$ cat config.mk
export PLATFORM = sky130hd
export DESIGN_NAME = cache_controller
export DESIGN_NICKNAME = d
export VERILOG_FILES = /design/src/rtl/cache_controller.sv
export SDC_FILE = /design/constraint.sdc
export NUM_CORES = 1
export LEC_CHECK = 0
export ABC_AREA = 1
export BUFFER_PORTS_ARGS = -buffer_cell sky130_fd_sc_hd__buf_2
export CAP_MARGIN = 20
export CORE_MARGIN = 10
export CORE_UTILIZATION = 50
export CTS_BUF_LIST = sky130_fd_sc_hd__clkbuf_8
export DETAILED_ROUTE_END_ITERATION = 8
export GPL_ROUTABILITY_DRIVEN = 0
export PLACE_DENSITY = 0.74
export SLEW_MARGIN = 10
export SYNTH_ARGS = -nofsm -noshare
export SYNTH_HDL_FRONTEND = slang
export SYNTH_SLANG_ARGS = --single-unit
$ cat constraint.sdc
create_clock -name clk -period 5.56 [get_ports clk]
set_input_delay 1.112 -clock clk [delete_from_list [all_inputs] [get_ports clk]]
set_output_delay 1.112 -clock clk [all_outputs]
set_load 0.01 [all_outputs]
$ cat src/rtl/cache_controller.sv
// Direct-mapped write-through / no-write-allocate data cache sequencer between the core's load-store path and data_memory.
// Latency: read hit 0 cycles; read miss = ack latency + 1 stalled cycles then RESP; store = ack latency + 1 stalled cycles then RESP.
// Backpressure: stall holds the core (PC, request, regfile write) for the whole access; mem_req is held until mem_ack.
module cache_controller #(
  parameter int INDEX_BITS = 4,
  parameter int CNT_W      = 16
) (
  input  logic             clk,
  input  logic             reset,
  input  logic             cpu_read,
  input  logic             cpu_write,
  input  logic [31:0]      cpu_addr,
  input  logic [31:0]      cpu_wdata,
  output logic [31:0]      cpu_rdata,
  output logic             stall,
  output logic             hit,
  output logic             miss,
  output logic             mem_req,
  output logic             mem_we,
  output logic [31:0]      mem_addr,
  output logic [31:0]      mem_wdata,
  input  logic             mem_ack,
  input  logic [31:0]      mem_rdata,
  output logic [CNT_W-1:0] hit_count,
  output logic [CNT_W-1:0] miss_count
);

  localparam int LINES = 2 ** INDEX_BITS;
  localparam int TAG_W = 32 - INDEX_BITS - 2;
  localparam logic [CNT_W-1:0] CNT_MAX = '1;

  typedef enum logic [1:0] {
    IDLE  = 2'd0,
    FILL  = 2'd1,
    WRITE = 2'd2,
    RESP  = 2'd3
  } state_t;

  state_t                  state;
  logic [LINES-1:0]        valid;
  logic [TAG_W-1:0]        tag_array  [LINES];
  logic [31:0]             data_array [LINES];
  logic                    resp_read;   // RESP returns data only for loads

  logic [INDEX_BITS-1:0]   index;
  logic [TAG_W-1:0]        tag;
  logic                    lookup_hit;
  logic                    line_we;
  logic                    tag_we;
  logic [31:0]             line_wdata;

  // The core holds its request for the whole access, so the address fields
  // stay valid in FILL/WRITE/RESP without capturing them.
  assign index      = cpu_addr[INDEX_BITS+1:2];
  assign tag        = cpu_addr[31:INDEX_BITS+2];
  assign lookup_hit = valid[index] && (tag_array[index] == tag);
  // Masking keeps the word-aligned address without leaving bits [1:0] dangling.
  assign mem_addr   = cpu_addr & 32'hFFFF_FFFC;
  assign mem_wdata  = cpu_wdata;

  // Array write strobes: store hits update in place, fills write data and tag.
  always_comb begin
    line_we    = 1'b0;
    tag_we     = 1'b0;
    line_wdata = cpu_wdata;
    if (!reset) begin
      if (state == IDLE && cpu_write && lookup_hit) begin
        line_we = 1'b1;
      end else if (state == FILL && mem_ack) begin
        line_we    = 1'b1;
        tag_we     = 1'b1;
        line_wdata = mem_rdata;
      end
    end
  end

  // Tag and data storage; no reset because valid gates every use.
  always_ff @(posedge clk) begin
    if (line_we) data_array[index] <= line_wdata;
    if (tag_we)  tag_array[index]  <= tag;
  end

  // Access sequencer, valid bits and saturating hit/miss counters.
  always_ff @(posedge clk) begin
    if (reset) begin
      state      <= IDLE;
      valid      <= '0;
      hit_count  <= '0;
      miss_count <= '0;
      resp_read  <= 1'b0;
    end else begin
      case (state)
        IDLE: begin
          if (cpu_write || cpu_read) begin
            if (lookup_hit) begin
              if (hit_count != CNT_MAX) hit_count <= hit_count + 1'b1;
            end else begin
              if (miss_count != CNT_MAX) miss_count <= miss_count + 1'b1;
            end
          end
          if (cpu_write) begin
            // Store wins over a simultaneous load.
            resp_read <= 1'b0;
            state     <= WRITE;
          end else if (cpu_read) begin
            resp_read <= 1'b1;
            if (!lookup_hit) state <= FILL;
          end
        end
        FILL: begin
          if (mem_ack) begin
            valid[index] <= 1'b1;
            state        <= RESP;
          end
        end
        WRITE: begin
          // No allocation on a store miss: only the memory write completes.
          if (mem_ack) state <= RESP;
        end
        RESP: begin
          state <= IDLE;
        end
        default: state <= IDLE;
      endcase
    end
  end

  // Core- and memory-facing handshake outputs, decoded from state and request.
  always_comb begin
    stall     = 1'b0;
    hit       = 1'b0;
    miss      = 1'b0;
    mem_req   = 1'b0;
    mem_we    = 1'b0;
    cpu_rdata = 32'h0;
    if (!reset) begin
      case (state)
        IDLE: begin
          if (cpu_write) begin
            hit   = lookup_hit;
            miss  = ~lookup_hit;
            stall = 1'b1;
          end else if (cpu_read) begin
            hit   = lookup_hit;
            miss  = ~lookup_hit;
            stall = ~lookup_hit;
            if (lookup_hit) cpu_rdata = data_array[index];
          end
        end
        FILL: begin
          mem_req = 1'b1;
          stall   = 1'b1;
        end
        WRITE: begin
          mem_req = 1'b1;
          mem_we  = 1'b1;
          stall   = 1'b1;
        end
        RESP: begin
          if (resp_read) cpu_rdata = data_array[index];
        end
        default: begin
          stall = 1'b0;
        end
      endcase
    end
  end

endmodule

==> results.md, run 1 <==
* Status: finished, final reports clean
* Peak supply drop at 0.2570 mV
* CTS H-tree depth at 4
* Row cnt at 104
* Crit path cell chain: buf_6 > buf_12 > nor2_4 > buf_4 > nand2_1 > nand3_1 > nand2_1 > nand2_1 > o21ai_0 > nand2_1 > nor2_1 > nand2_1 > nor2_1 > nand2_1 > nor2_2 > nand3_1 > nand2_1 > nand3_2 > buf_4 > nor2_1 > buf_2
* Die width at 305.4 um
* CTS tree: built
* CP Max Fanout at 53
* Vias per cell at 5.717
* Skew-Pair Late Insertion Delay at 820 ps
* Area of the multi-input gates at 10400 sq um
* Die area at 93300 sq um
* Post-synthesis cell type count at 40
* Least-Margin Pin Slew at 1161 ps
* Beginning of the worst hold path: valid[8]
* Largest net degree at the start of global routing at 130
* Max cap viols at 0
* Fillers at 6385
* Biggest area consumer among synthesized cells: edfxtp_1
* Share of layout cells above drive strength 1 at 0.1437
* Die height at 305.4 um
* Post-DP HPWL at 59610 um
* Wirelength, routed at 105800 um
* Yosys top cell area share at 0.6840
* Mapped cell area at 40740 sq um
* Routed Antenna Nets at 0
* Number of remaining DRC errors at 0
* Critical Path Sink Type: primary output
* CP most frequent cell: nand2_1
* Layout Nets at 3874
* Async SR Flop Fraction at 0
* PwrDens at 325.4 nW/um^2
* GR Overflow Total at 0
* Top post-synthesis cells by area: edfxtp_1, nand2_1, a22oi_1
* # clock sinks at 979
* Final min period at 5293 ps
* CP delay by family, top: simple AND/OR/NAND/NOR gates
* Vias in the first global route at 27120
* First drt pass iteration count at 6
* CTS Buffer Depth at 3
* Hold crit path type: reg2reg
* CP Class: in2out
* Antenna violations before repair at 3
* EDFF count, synth at 928
* First-pass GRT wire length at 159300 um
* Root Driver: clkbuf_8
* # hold bufs at CTS at 0
* Slew Viols, Final at 0
* I/O Buffers at 229
* IO Count at 234
* Yosys reg bits at 979
* Total Power at 14.99 mW
* Worst EP arrival at 4180 ps
* Final setup fails at 0
* Initial Util at 0.5050
* CP bufs+invs at 5
* Top cells by count, synth: nand2_1, edfxtp_1, a22oi_1, nor2_1, a21oi_1
* Fin. Hold Viols at 0
* DP Area at 43200 sq um
* Setup Skew at 47.23 ps
* Crit-path slowest cell: o21ai_0
* Register area at 28890 sq um
* Core area at 80680 sq um
* Most common cell in the netlist: nand2_1
* DR vias at 28230
* Worst path max stage delay at 320 ps
* Post-Synthesis Cells at 3532
* Setup Buffers After CTS at 0
* Average cell area after synthesis at 11.53 sq um
* First DRT Iteration DRCs at 3301
* TNS Setup at 0 ps
* CTS buffer count at 154
* Synth Flop Type: edfxtp_1
* Max Clock Freq at 0.1889 GHz
* Final instance area at 46080 sq um
* Register area share after synthesis at 0.7091
* P&R area growth vs syn at 13.11%
* Clock transition at the registers of the reported paths at 60 ps
* RSZ-0062 raised after global routing: no
* Ratio of final minimum period to clock period at 0.9520
* Rel. slew slack at 0.2244
* FF-to-FF Start: tag_array[0][17]
* Leakage at 17.36 nW
* Post-cts sizing count at 0
* Total GRT Usage at 0.2198
* CP startpoint kind: primary input
* Worst Path Required at 4450 ps
* Wire per inst at 21.42 um
* Critical Path Source: cpu_addr[2]
* Yosys warns at 0
[through the flow]
stage,worst slack (ps),hold slack [ps],util,std cells
after floorplan,667.1,430.7,-,3533
after global placement,332.0,439.8,0.5341,4662
after detailed placement,270.7,444.4,0.5355,4667
after CTS,263.6,453.3,0.5701,4933
after global routing,16.94,473.6,0.5711,4937
final,266.9,457.3,0.5712,4938
[power breakdown]
group | leakage, nW | total, mW | internal [mW] | switching (mW)
sequential | 8.75 | 8.20 | 8.18 | 0.0204
clock | 1.65 | 5.58 | 2.78 | 2.81
combinational | 6.95 | 1.20 | 0.313 | 0.892
total | 17.4 | 15.0 | 11.3 | 3.72
[metal layers]
metal	GRT usage	part of all wire	vias up
met1	0.2894	0.40	13700
met3	0.04279	0.092	196
met2	0.3660	0.49	1505
met5	0	0.00010	-
li1	-	-	12840
met4	0.06739	0.022	2
[final cells by class]
class | instances | share of cell area
tap | 1060 | 0.02878
clock buffer | 158 | 0.04719
clock inverter | 108 | 0.01339
multi-input combinational | 2202 | 0.2258
sequential | 979 | 0.6269
inverter | 115 | 0.009748
antenna | 2 | 0.0001086
timing repair buffer | 314 | 0.04809
[cells by family (layout without fill, tap and decap cells)]
logic type / Yosys count / count (layout) / share of synthesized area
other: 1 / 4 / 0.00009205
buffers and inverters: 352 / 695 / 0.04220
xor gates and xnor gates: 18 / 18 / 0.003870
and+or+nand+nor: 1695 / 1695 / 0.1667
adders and majority gates: 7 / 7 / 0.002150
AOI/OAI and AO/OA: 480 / 480 / 0.07586
DFF: 979 / 979 / 0.7091
[worst reg2reg max path: stages, from the launching register on]
cell,delay (ps)
edfxtp_1,360
nand2_1,70
nand2_1,50
nand2_1,60
nand2_1,50
nand2_1,70
nand2_1,130
nor2_2,200
nand2_1,70
nand2_1,150
nand2_1,70
nor2_1,170
nand3_1,320
nor3_4,290
nand2_2,130
nand2_1,100
nand2_2,400
nor2_4,650
buf_12,250
[sequential cells by signal (all words and copies together), names as in the netlist]
| register | count |
|---|---|
| tag_array | 416 |
| state | 2 |
| miss_count | 16 |
| data_array | 512 |
| resp_read | 1 |
| valid | 16 |
| hit_count | 16 |
[path summary, 6_finish.rpt]
kind                  endpoint  slack, ps  cells past startpoint
max              cpu_rdata[14]        270                     21
max reg2reg  data_array[5][14]       1690                     18
min reg2reg           valid[8]        460                      2
min                   valid[8]        460                      2
[layout by cell type (no fill, tap or decap), types with 51 or more instances in the layout]
| master | netlist | routed |
|---|---|---|
| buf_2 | 49 | 227 |
| a22oi_1 | 256 | 256 |
| inv_1 | 106 | 166 |
| nand4_1 | 66 | 66 |
| dfxtp_1 | 51 | 51 |
| a21oi_1 | 169 | 169 |
| edfxtp_1 | 928 | 928 |
| nor2_1 | 214 | 180 |
| clkbuf_8 | 0 | 158 |
| nand2_1 | 1295 | 1295 |
| buf_4 | 75 | 54 |
Power figures use the tool's default switching activity.
==> run 2, diff against run 1 <==
==> constraint.sdc (replaced) <==
create_clock -name clk -period 5.56 [get_ports clk]
set_input_delay 1.112 -clock clk [delete_from_list [all_inputs] [get_ports clk]]
set_output_delay 1.112 -clock clk [all_outputs]
set_load 0.05 [all_outputs]
==> run 2 against run 1 <==
Against the previous run: sequential cell count unchanged; critical endpoint is now cpu_rdata[16]; routed wire length down 0.80%; non-clock buffer count up 19; critical path depth up 1.
==> results.md, run 2 (synthesis gave the netlist of run 1 again) <==
* Largest register FFs at 512
* Slew Viols, Final at 0
* Clock transition at the registers of the reported paths at 60 ps
* Die width at 305.4 um
* Top reg by flops: data_array
* Number of remaining DRC errors at 0
* Antenna violations before repair at 5
* TNS Setup at 0 ps
* Max cap viols at 0
* Vias per cell at 5.658
* CP startpoint kind: primary input
* Commonest non-fill, non-tap cell in the layout: nand2_1
* RSZ-0062 raised after global routing: no
* DR vias at 28060
* Core area at 80680 sq um
* Worst EP arrival at 4210 ps
* Rel. slew slack at 0.2435
* First DRT Iteration DRCs at 2922
* Least-Margin Pin Slew at 1132 ps
* Initial Util at 0.5050
* Row cnt at 104
* Layout Nets at 3891
* GR Overflow Total at 0
* CTS buffer count at 152
* Worst Path Required at 4450 ps
* Die height at 305.4 um
* First drt pass iteration count at 6
* Wire per inst at 21.16 um
* Final setup fails at 0
* Post-DP HPWL at 59410 um
* Routed Antenna Nets at 0
* Critical Path Source: cpu_addr[2]
* I/O Buffers at 229
* CTS Buffer Depth at 3
* Share of layout cells above drive strength 1 at 0.1483
* # hold bufs at CTS at 0
* First-pass GRT wire length at 158800 um
* FF-to-FF Start: tag_array[2][17]
* CP Max Fanout at 42
* IO Count at 234
* Final min period at 5320 ps
* Beginning of the worst hold path: valid[8]
* Total Power at 15.34 mW
* PwrDens at 330.5 nW/um^2
* Fin. Hold Viols at 0
* Skew-Pair Late Insertion Delay at 830 ps
* Hold crit path type: reg2reg
* Vias in the first global route at 27130
* Die area at 93300 sq um
* Top Registers: data_array (512), tag_array (416)
* Status: finished, final reports clean
* Largest net degree at the start of global routing at 130
* Total GRT Usage at 0.2191
* Peak supply drop at 0.2524 mV
* Placed Cells at 4679
* CTS tree: built
* Fin cells at 4959
* Critical Path Sink Type: primary output
* Setup Skew at 56.30 ps
* Leakage at 17.44 nW
* Ratio of final minimum period to clock period at 0.9568
* Max Clock Freq at 0.1880 GHz
* CP Class: in2out
* CTS H-tree depth at 4
* P&R area growth vs syn at 13.95%
* Reg2reg setup slack at 1700 ps
* # clock sinks at 979
* Wirelength, routed at 104900 um
* Most frequent cells in the layout: nand2_1, edfxtp_1, a22oi_1, buf_2, nor2_1
* Root Driver: clkbuf_8
run 2: worst max-delay path, stage by stage:
cell,delay (ps)
buf_6,230
inv_12,140
buf_4,200
nand2_1,60
nand2_1,40
nand2_1,50
nand2_1,70
nand2_1,60
nand2_1,70
o21ai_0,440
nand2_1,100
nor2_1,120
nand2_1,50
nor2_1,100
nand2_1,180
nor2_2,160
nand3_1,80
nand2_1,70
nand3_2,50
buf_4,240
nor2_1,180
buf_2,290
run 2: layer usage:
layer | vias to the layer above | track usage | part of all wire | wire, um
li1 | 12850 | - | - | -
met1 | 13570 | 0.2897 | 0.40 | 41720
met2 | 1435 | 0.3576 | 0.48 | 50670
met3 | 193 | 0.04355 | 0.093 | 9795
met4 | 4 | 0.07879 | 0.026 | 2728
met5 | - | 0 | 0.00022 | 23
run 2: worst paths after layout:
| check | end | depth (start not counted) |
|---|---|---|
| max | cpu_rdata[16] | 22 |
| min | valid[8] | 2 |
| max reg2reg | data_array[7][11] | 19 |
| min reg2reg | valid[8] | 2 |
run 2: repair_timing:
item | 4_1_cts | 5_1_grt
endpoints found under the setup margin | 0 | 32
buffers inserted | 0 | 4
gates resized for setup | 0 | 12
endpoints found under the hold margin | 0 | 0
run 2: per-stage QoR:
step | instance area, sq um | setup WS [ps] | hold WS, ps | utilization
3_3_place_gp | 43180 | 263.2 | 441.3 | 0.5353
6_report | 46420 | 240.4 | 456.7 | 0.5754
4_1_cts | 46180 | 196.5 | 457.0 | 0.5725
5_1_grt | 46420 | 10.61 | 474.7 | 0.5754
2_1_floorplan | 40740 | 667.1 | 430.7 | -
3_5_place_dp | 43270 | 210.9 | 449.4 | 0.5363
run 2: power by group:
part	switching (mW)	leakage, nW	total, mW	internal, mW
combinational	1.01	7.05	1.33	0.322
sequential	0.0203	8.75	8.20	8.18
clock	2.86	1.64	5.81	2.95
total	3.89	17.4	15.3	11.5
run 2: cell type report:
class / count / area [sq um]
Sequential cell: 979 / 28890
Inverter: 115 / 449.2
Antenna cell: 2 / 5.005
Clock buffer: 152 / 2092
Clock inverter: 116 / 822.0
Multi-Input combinational cell: 2202 / 10410
Tap cell: 1060 / 1326
Fill cell: 6333 / 34260
Timing Repair Buffer: 333 / 2429
